`config.mk`:
```
export PLATFORM = sky130hd
export DESIGN_NAME = wb_regfile_stage
export DESIGN_NICKNAME = d
export VERILOG_FILES = /design/src/rtl/riscv_pkg.sv /design/src/rtl/regfile_2r1w.sv /design/src/rtl/wb_regfile_stage.sv
export SDC_FILE = /design/constraint.sdc
export NUM_CORES = 2
export LEC_CHECK = 0
export ABC_CLOCK_PERIOD_IN_PS = 2900
export BUFFER_PORTS_ARGS = -buffer_cell sky130_fd_sc_hd__buf_2
export CORE_MARGIN = 4
export CORE_UTILIZATION = 62
export DETAILED_ROUTE_END_ITERATION = 8
export PLACE_DENSITY_LB_ADDON = 0.3
export SLEW_MARGIN = 20
export SYNTH_ARGS = -nofsm -noshare
export SYNTH_HDL_FRONTEND = slang
export SYNTH_SLANG_ARGS = --single-unit
```
`constraint.sdc`:
```
create_clock -name clk -period 2.9 [get_ports clk]
set_clock_uncertainty 0.1 [all_clocks]
set_input_delay 0.145 -clock clk [delete_from_list [all_inputs] [get_ports clk]]
set_output_delay 0.145 -clock clk [all_outputs]
set_load 0.005 [all_outputs]
```
`src/rtl/riscv_pkg.sv`:
```
// Shared definitions for the write-back / register-file slice of the pipeline.
// Reset convention across this slice: asynchronous, active-low.
package riscv_pkg;

    localparam int XLEN       = 32;
    localparam int REG_ADDR_W = 5;
    localparam int NREGS      = 32;
    localparam int CNT_W      = 64;

    typedef enum logic [1:0] {
        WB_ALU  = 2'b00,
        WB_LOAD = 2'b01,
        WB_PC4  = 2'b10,
        WB_CSR  = 2'b11
    } wb_sel_e;

endpackage

```
`src/rtl/regfile_2r1w.sv`:
```
// Integer register file: one write port, two combinational read ports with
// write-first bypass, and x0 hard-wired to zero.
module regfile_2r1w
    import riscv_pkg::*;
#(
    parameter int W      = XLEN,
    parameter int NR     = NREGS,
    parameter int AW     = REG_ADDR_W
) (
    input  logic          clk,
    input  logic          rst,
    input  logic          i_we,
    input  logic [AW-1:0] i_waddr,
    input  logic [W-1:0]  i_wdata,
    input  logic [AW-1:0] i_raddr1,
    input  logic [AW-1:0] i_raddr2,
    output logic [W-1:0]  o_rdata1,
    output logic [W-1:0]  o_rdata2
);

    // Only x1..x(NR-1) are stored; x0 has no storage at all.
    logic [W-1:0] r_regs [1:NR-1];
    logic         w_wvalid;

    assign w_wvalid = i_we && (i_waddr != '0);

    // Storage update: cleared on reset, otherwise written only under a qualified strobe.
    always_ff @(posedge clk or negedge rst) begin
        if (!rst) begin
            for (int i = 1; i < NR; i++) begin
                r_regs[i] <= '0;
            end
        end else if (w_wvalid) begin
            r_regs[i_waddr] <= i_wdata;
        end
    end

    // Read port 1: x0 reads zero, a same-cycle write to the same register wins.
    always_comb begin
        o_rdata1 = '0;
        if (i_raddr1 == '0) begin
            o_rdata1 = '0;
        end else if (w_wvalid && (i_raddr1 == i_waddr)) begin
            o_rdata1 = i_wdata;
        end else begin
            o_rdata1 = r_regs[i_raddr1];
        end
    end

    // Read port 2: same priority as port 1.
    always_comb begin
        o_rdata2 = '0;
        if (i_raddr2 == '0) begin
            o_rdata2 = '0;
        end else if (w_wvalid && (i_raddr2 == i_waddr)) begin
            o_rdata2 = i_wdata;
        end else begin
            o_rdata2 = r_regs[i_raddr2];
        end
    end

endmodule

```
`src/rtl/wb_regfile_stage.sv`:
```
// Write-back stage: selects the write-back value, qualifies the register-file
// write, hosts the register file and counts retired instructions.
module wb_regfile_stage
    import riscv_pkg::*;
#(
    parameter int XLEN_P  = XLEN,
    parameter int NREGS_P = NREGS,
    parameter int CNT_W_P = CNT_W
) (
    input  logic                  clk,
    input  logic                  rst,
    input  logic                  wb_valid,
    input  logic [1:0]            wb_selb3,
    input  logic                  rf_enb3,
    input  logic [REG_ADDR_W-1:0] rd_addr,
    input  logic [XLEN_P-1:0]     alu_result,
    input  logic [XLEN_P-1:0]     load_data,
    input  logic [XLEN_P-1:0]     pc_plus4,
    input  logic [XLEN_P-1:0]     csr_rdata,
    input  logic [REG_ADDR_W-1:0] rs1_addr,
    input  logic [REG_ADDR_W-1:0] rs2_addr,
    output logic [XLEN_P-1:0]     rs1_data,
    output logic [XLEN_P-1:0]     rs2_data,
    output logic [XLEN_P-1:0]     wb_data,
    output logic                  wb_we,
    output logic [CNT_W_P-1:0]    instret
);

    logic [XLEN_P-1:0]  w_wb_data;
    logic               w_wb_we;
    logic [CNT_W_P-1:0] r_instret;

    // Write-back source mux; active even when no write happens.
    always_comb begin
        w_wb_data = alu_result;
        case (wb_sel_e'(wb_selb3))
            WB_ALU:  w_wb_data = alu_result;
            WB_LOAD: w_wb_data = load_data;
            WB_PC4:  w_wb_data = pc_plus4;
            WB_CSR:  w_wb_data = csr_rdata;
            default: w_wb_data = alu_result;
        endcase
    end

    assign w_wb_we = wb_valid && rf_enb3 && (rd_addr != '0);

    // Retired-instruction counter: every valid WB instruction retires, wraps silently.
    always_ff @(posedge clk or negedge rst) begin
        if (!rst) begin
            r_instret <= '0;
        end else if (wb_valid) begin
            r_instret <= r_instret + 1'b1;
        end
    end

    regfile_2r1w #(
        .W  (XLEN_P),
        .NR (NREGS_P),
        .AW (REG_ADDR_W)
    ) u_regfile (
        .clk      (clk),
        .rst      (rst),
        .i_we     (w_wb_we),
        .i_waddr  (rd_addr),
        .i_wdata  (w_wb_data),
        .i_raddr1 (rs1_addr),
        .i_raddr2 (rs2_addr),
        .o_rdata1 (rs1_data),
        .o_rdata2 (rs2_data)
    );

    assign wb_data = w_wb_data;
    assign wb_we   = w_wb_we;
    assign instret = r_instret;

endmodule

```
Word level (Yosys, flattened, before mapping). Index checks and enable logic that the tools add are counted.

Input bits: 149. Output and inout bits: 161. Bits in registers: 1056.

$add $sub $neg: 1. Muxes and demuxes: 14. Bitwise gates (word level): 3. Magnitude comparators: 4. Equal/unequal tests: 5. Reduce and logical (&&, ||, !) cells: 10.

Operators with widths (count): bitwise mux 992 bit (1); binary-select mux 32 bit (select 5 bit) (2); two-way mux 32 bit (9); demux 32 bit (select 5 bit) (1); case mux 32 bit (4 select lines) (1); adder 64 x 1 -> 64 bit, second input constant (1); >= comparator 6 bit, second input constant (3); inverter 5 -> 6 bit (3); equality test 5 bit (2); logical NOT 5 bit (2); logical AND 1 bit (6); less-than comparator 6 x 1 -> 1 bit, second input constant (1); nonzero test 5 bit (1); equality test 2 bit, second input constant (2); equality test 2 x 1 -> 1 bit, second input constant (1); logical NOT 2 bit (1).

Longest topological paths before layout.
Depth in word-level cells: 6. Gate-level depth with buffers: 9.

Hierarchy. A second synthesis with hierarchy kept.

Cell total of the unflattened synthesis: 3957. Area, all modules: 57600.2 um^2.

By module, submodules not included: regfile_2r1w (cells an instance 3615, instances 1, area an instance 53659.0 um^2); wb_regfile_stage (cells an instance 342, instances 1, area an instance 3941.3 um^2).

Worst setup path before layout. Ideal clock, no wire load.

Kind: register to register. Start: register r_instret[2], in the netlist instret[2]. End: register r_instret[39], in the netlist instret[39]. Library setup time: 79 ps. Data required time: 2721 ps. Buffers on the path: 1. Arrival time: 2035 ps. Clock period less this slack: 2215 ps. Stages on the path, launching flop included: 7. Slack: 685 ps. Cell sequence: dfrtp_1 -> nand3_2 -> or4_4 -> buf_6 -> or4_4 -> nor2_1 -> xor2_1.

Word-level cells in the longest chain between the ends: 1.

Ends and longest elaborated chain: from (decl) (RTL line wb_regfile_stage.sv:31) `logic [CNT_W_P-1:0] r_instret;`; from (signal assigned) (RTL line wb_regfile_stage.sv:52) `r_instret <= r_instret + 1'b1;`; adder 64 x 1 -> 64 bit (RTL line wb_regfile_stage.sv:52).

Every way passes these cells. A chain may end at the register's enable or synchronous reset.

Worst setup path in the final report.
Start: register u_regfile.r_regs[625] (netlist bit). End: output port rs1_data[17].

Word-level cells in the longest chain between the ends: 5.

Ends and longest elaborated chain: from (decl) (RTL line regfile_2r1w.sv:22) `logic [W-1:0] r_regs [1:NR-1];`; from (signal, indexed assignment) (RTL line regfile_2r1w.sv:34) `r_regs[i_waddr] <= i_wdata;`; binary-select mux 32 bit (select 5 bit) (RTL line regfile_2r1w.sv:46) `o_rdata1 = r_regs[i_raddr1];`; two-way mux 32 bit (implied by the code) (2 in a row) (RTL line regfile_2r1w.sv:46); two-way mux 32 bit (RTL line regfile_2r1w.sv:43) `end else if (w_wvalid && (i_raddr1 == i_waddr)) begin`; two-way mux 32 bit (RTL line regfile_2r1w.sv:41) `if (i_raddr1 == '0) begin`; to (decl) (RTL line wb_regfile_stage.sv:22) `output logic [XLEN_P-1:0] rs1_data,`.

Every way passes these cells. The select of a mux whose other input is x is not followed.

==> flow_metrics.py <==
metrics = {
    "placement": {
        "gp_congestion": 0.914,
        "io_buffer_count": 309,
        "hpwl_microns": 116000,
        "pre_cts_ws_ns": 0.247,
    },
    "cts": {
        "numCtsBuffers": 108,
        "h-tree-depth": 3,
        "cts_setup_buffers": 0,
        "clock_latency_ns": 0.69,
        "clockBufferDepth": 3,
        "clkTransAtPathRegs_ns": 0.07,
        "cts_tree": "yes",
        "root_buffer": "clkbuf_16",
        "clock-sinks": 1056,
    },
    "power": {
        "p_seq_share_pct": 45.6,
        "p_clk_share_pct": 35.4,
        "pwr-share-comb_pct": 18.9,
        "swShare_pct": 29.1,
        "powerDensity_nw_per_um2": 649,
        "p_leak_nw": 28.3,
        "power_mw": 41.0,
        "internal_power_mw": 29.1,
        "p_sw_mw": 11.9,
        "ir_worst_vdd_mv": 0.610,
    },
    "critical_path": {
        "cp.required_ns": 2.65,
        "critPathSlowestCell": "o41ai_1",
        "reg2reg_to": "instret[34]",
        "worst-path-buf-inv": 2,
        "crit_cells": 6,
        "critPathMaxStageDelay_ns": 0.56,
        "endpoint_kind": "output pin",
        "crit_path_max_fanout": 3,
        "worstSetupPathType": "flop to output pin",
        "critical_path.endpoint": "rs1_data[17]",
        "startpoint_type": "flop",
        "crit_arrival_ns": 2.60,
        "reg2regPathDepth": 7,
        "rrSetupSlack_ns": 0.46,
        "cp_cell_sequence": "mux4_2, o22ai_1, o41ai_1, buf_4, o221a_2, buf_2",
        "r2r-start": "instret[0]",
        "startpoint": "u_regfile.r_regs[625]",
        "cp_top_family": "compound AO/OA/AOI/OAI gates",
    },
    "layout": {
        "syn2layout_area_growth_pct": 14.6,
        "drive_gt1_share_pct": 28.3,
        "n_fill_cell": 6001,
        "nNetsFinal": 5496,
        "register_area_sq_um": 26400,
        "multiInputGateArea_sq_um": 26800,
    },
    "synth": {
        "syn_area_per_cell_sq_um": 10.7,
        "yosysTopAreaCellShare_pct": 47.9,
        "ys_top_cells_by_count": "nand2_1, dfrtp_1, o21ai_0, clkbuf_1, mux4_2",
        "netlist_instances": 5157,
        "ys_ff_latch": 1056,
        "syn-num-nets": 5307,
        "syn_area_sq_um": 55100,
        "yosys_warnings": 0,
        "ys_types": 51,
        "synth-edff-count": 0,
        "synth_flop_cell": "dfrtp_1",
        "synth_top_area_cell": "dfrtp_1",
        "synthTopCellsByArea": "dfrtp_1, mux4_2, nand2_1",
        "synthArstFlopShare_pct": 100,
        "synth-seq-area-share_pct": 47.9,
        "yosysMostFrequentCell": "nand2_1",
    },
    "run_status": {
        "status": "finished, final reports clean",
    },
    "routing": {
        "wl_per_cell_microns": 28.7,
        "drt_iter0_markers": 6820,
        "drc": 0,
        "vias": 47200,
        "dr.pass1.iters": 9,
        "viasPerCell": 7.14,
        "routed_wl_microns": 190000,
        "final_antenna_net_count": 0,
    },
    "timing": {
        "fin_crit_sh_pct": 98.0,
        "finalSetupViolCount": 0,
        "final_hold_viol_count": 0,
        "rsz0062_at_grt": "false",
        "drv_slew": 0,
        "fmax_mhz": 352,
        "worst_pin_slew_ns": 1.08,
        "slew_headroom_pct": 27.9,
        "fin_setup_tns_ns": 0,
        "layout_min_cycle_time_ns": 2.84,
        "setup_ws_ns": 0.0572,
    },
    "die": {
        "die_y_microns": 306,
        "io_pins": 310,
        "core_sq_um": 88200,
        "initial_core_util_pct": 62.5,
        "placementRows": 109,
        "die_w_microns": 306,
        "die_area_sq_um": 93700,
    },
    "global_route": {
        "antenna_found_initial": 4,
        "gr-total-overflow": 0,
        "grt_pass1_vias": 47500,
        "grt_pass1_wl_microns": 287000,
        "grt_start_max_net_pins": 111,
        "grt_usage_pct": 40.2,
    },
    "job": {
        "cap_violations": 0,
    },
    "min_path": {
        "worstHoldPathCells": 6,
        "min_path_type": "primary input to flop",
    },
}
-- worst min-delay path, stage by stage --
cell and delay [ns]:
buf_2 0.07, mux2i_1 0.05, nand2_1 0.07, o21ai_2 0.06
buf_4 0.23, o21ai_1 0.16
-- stage by stage --
| step | std cells | instance area [sq um] | util (%) | hold WS, ns |
|---|---|---|---|---|
| 2_1_floorplan | 5157 | 55100 | - | -0.251 |
| 3_3_place_gp | 6395 | 59400 | 67.3 | 0.0692 |
| 3_5_place_dp | 6395 | 59400 | 67.3 | 0.0752 |
| 4_1_cts | 6602 | 63200 | 71.6 | 0.00493 |
| 5_1_grt | 6602 | 63200 | 71.6 | 0.0647 |
| 6_report | 6603 | 63200 | 71.6 | 0.0254 |
-- state kept, by name (all words and copies together), names as in the netlist --
register / cells
u_regfile.r_regs: 992
instret: 64
-- area by class of cell --
type,count,share of cell area [%]
multi-input combinational,3536,42.4
clock buffer,156,4.99
sequential,1056,41.8
antenna,1,0.00396
inverter,33,0.196
timing repair buffer,611,7.48
clock inverter,45,0.840
tap,1165,2.31
-- cells by family after synthesis --
logic type,synth area share (%)
buffers and inverters,4.06
XOR/XNOR,1.16
adder cells (fa/ha/maj),0.0227
multiplexers,20.8
flip-flops,47.9
AO/OA/AOI/OAI,16.6
AND/OR/NAND/NOR,9.38
-- metal layers --
metal	global-route usage, %	part of all wire, %	vias up
li1	-	-	19300
met1	53.5	35	23200
met2	58.2	43	3781
met3	14.2	15	850
met4	22.1	6.5	8
met5	1.21	0.092	-
-- cell usage in the layout, fill, tap and decap left out, types with 29 or more instances in the layout --
master / n
dfrtp_1: 1056
o21ai_0: 800
nand2_1: 1047
clkbuf_16: 110
nand2_2: 31
buf_4: 237
o22ai_1: 133
xnor2_1: 51
buf_2: 298
buf_12: 65
o221a_2: 59
inv_1: 33
o21ai_2: 32
mux2_2: 242
a221oi_1: 63
a21boi_0: 54
mux2i_1: 57
a22oi_1: 118
o21ai_1: 202
o41ai_1: 54
nand3_1: 29
mux4_2: 359
-- how the worst min path moves through the flow --
stage | endpoint | from
after floorplan | instret[0] | rst
after global placement | instret[32] | rst
after detailed placement | instret[31] | rst
after CTS | u_regfile.r_regs[573] | pc_plus4[29]
after global routing | u_regfile.r_regs[317] | alu_result[29]
final | u_regfile.r_regs[560] | pc_plus4[16]
-- power groups by stage --
stage | Combinational (mW) | Clock, mW | Sequential [mW]
global route | 8.42 | 15.2 | 18.9
detailed placement | 7.54 | 0 | 18.8
finish | 7.77 | 14.5 | 18.7
global placement | 7.25 | 0 | 18.6
CTS | 7.64 | 14.5 | 18.6
floorplan | 5.11 | 0 | 18.3
-- repair_timing --
action | 4_1_cts | 5_1_grt
resized for setup | 1 | 2
endpoints found under the setup margin | 1 | 2
cloned | 0 | 0
hold buffers | 6 | 0
pin swaps | 0 | 1
hold endpoints to repair | 570 | 0
Note: power is estimated with default switching activity, not from simulation.
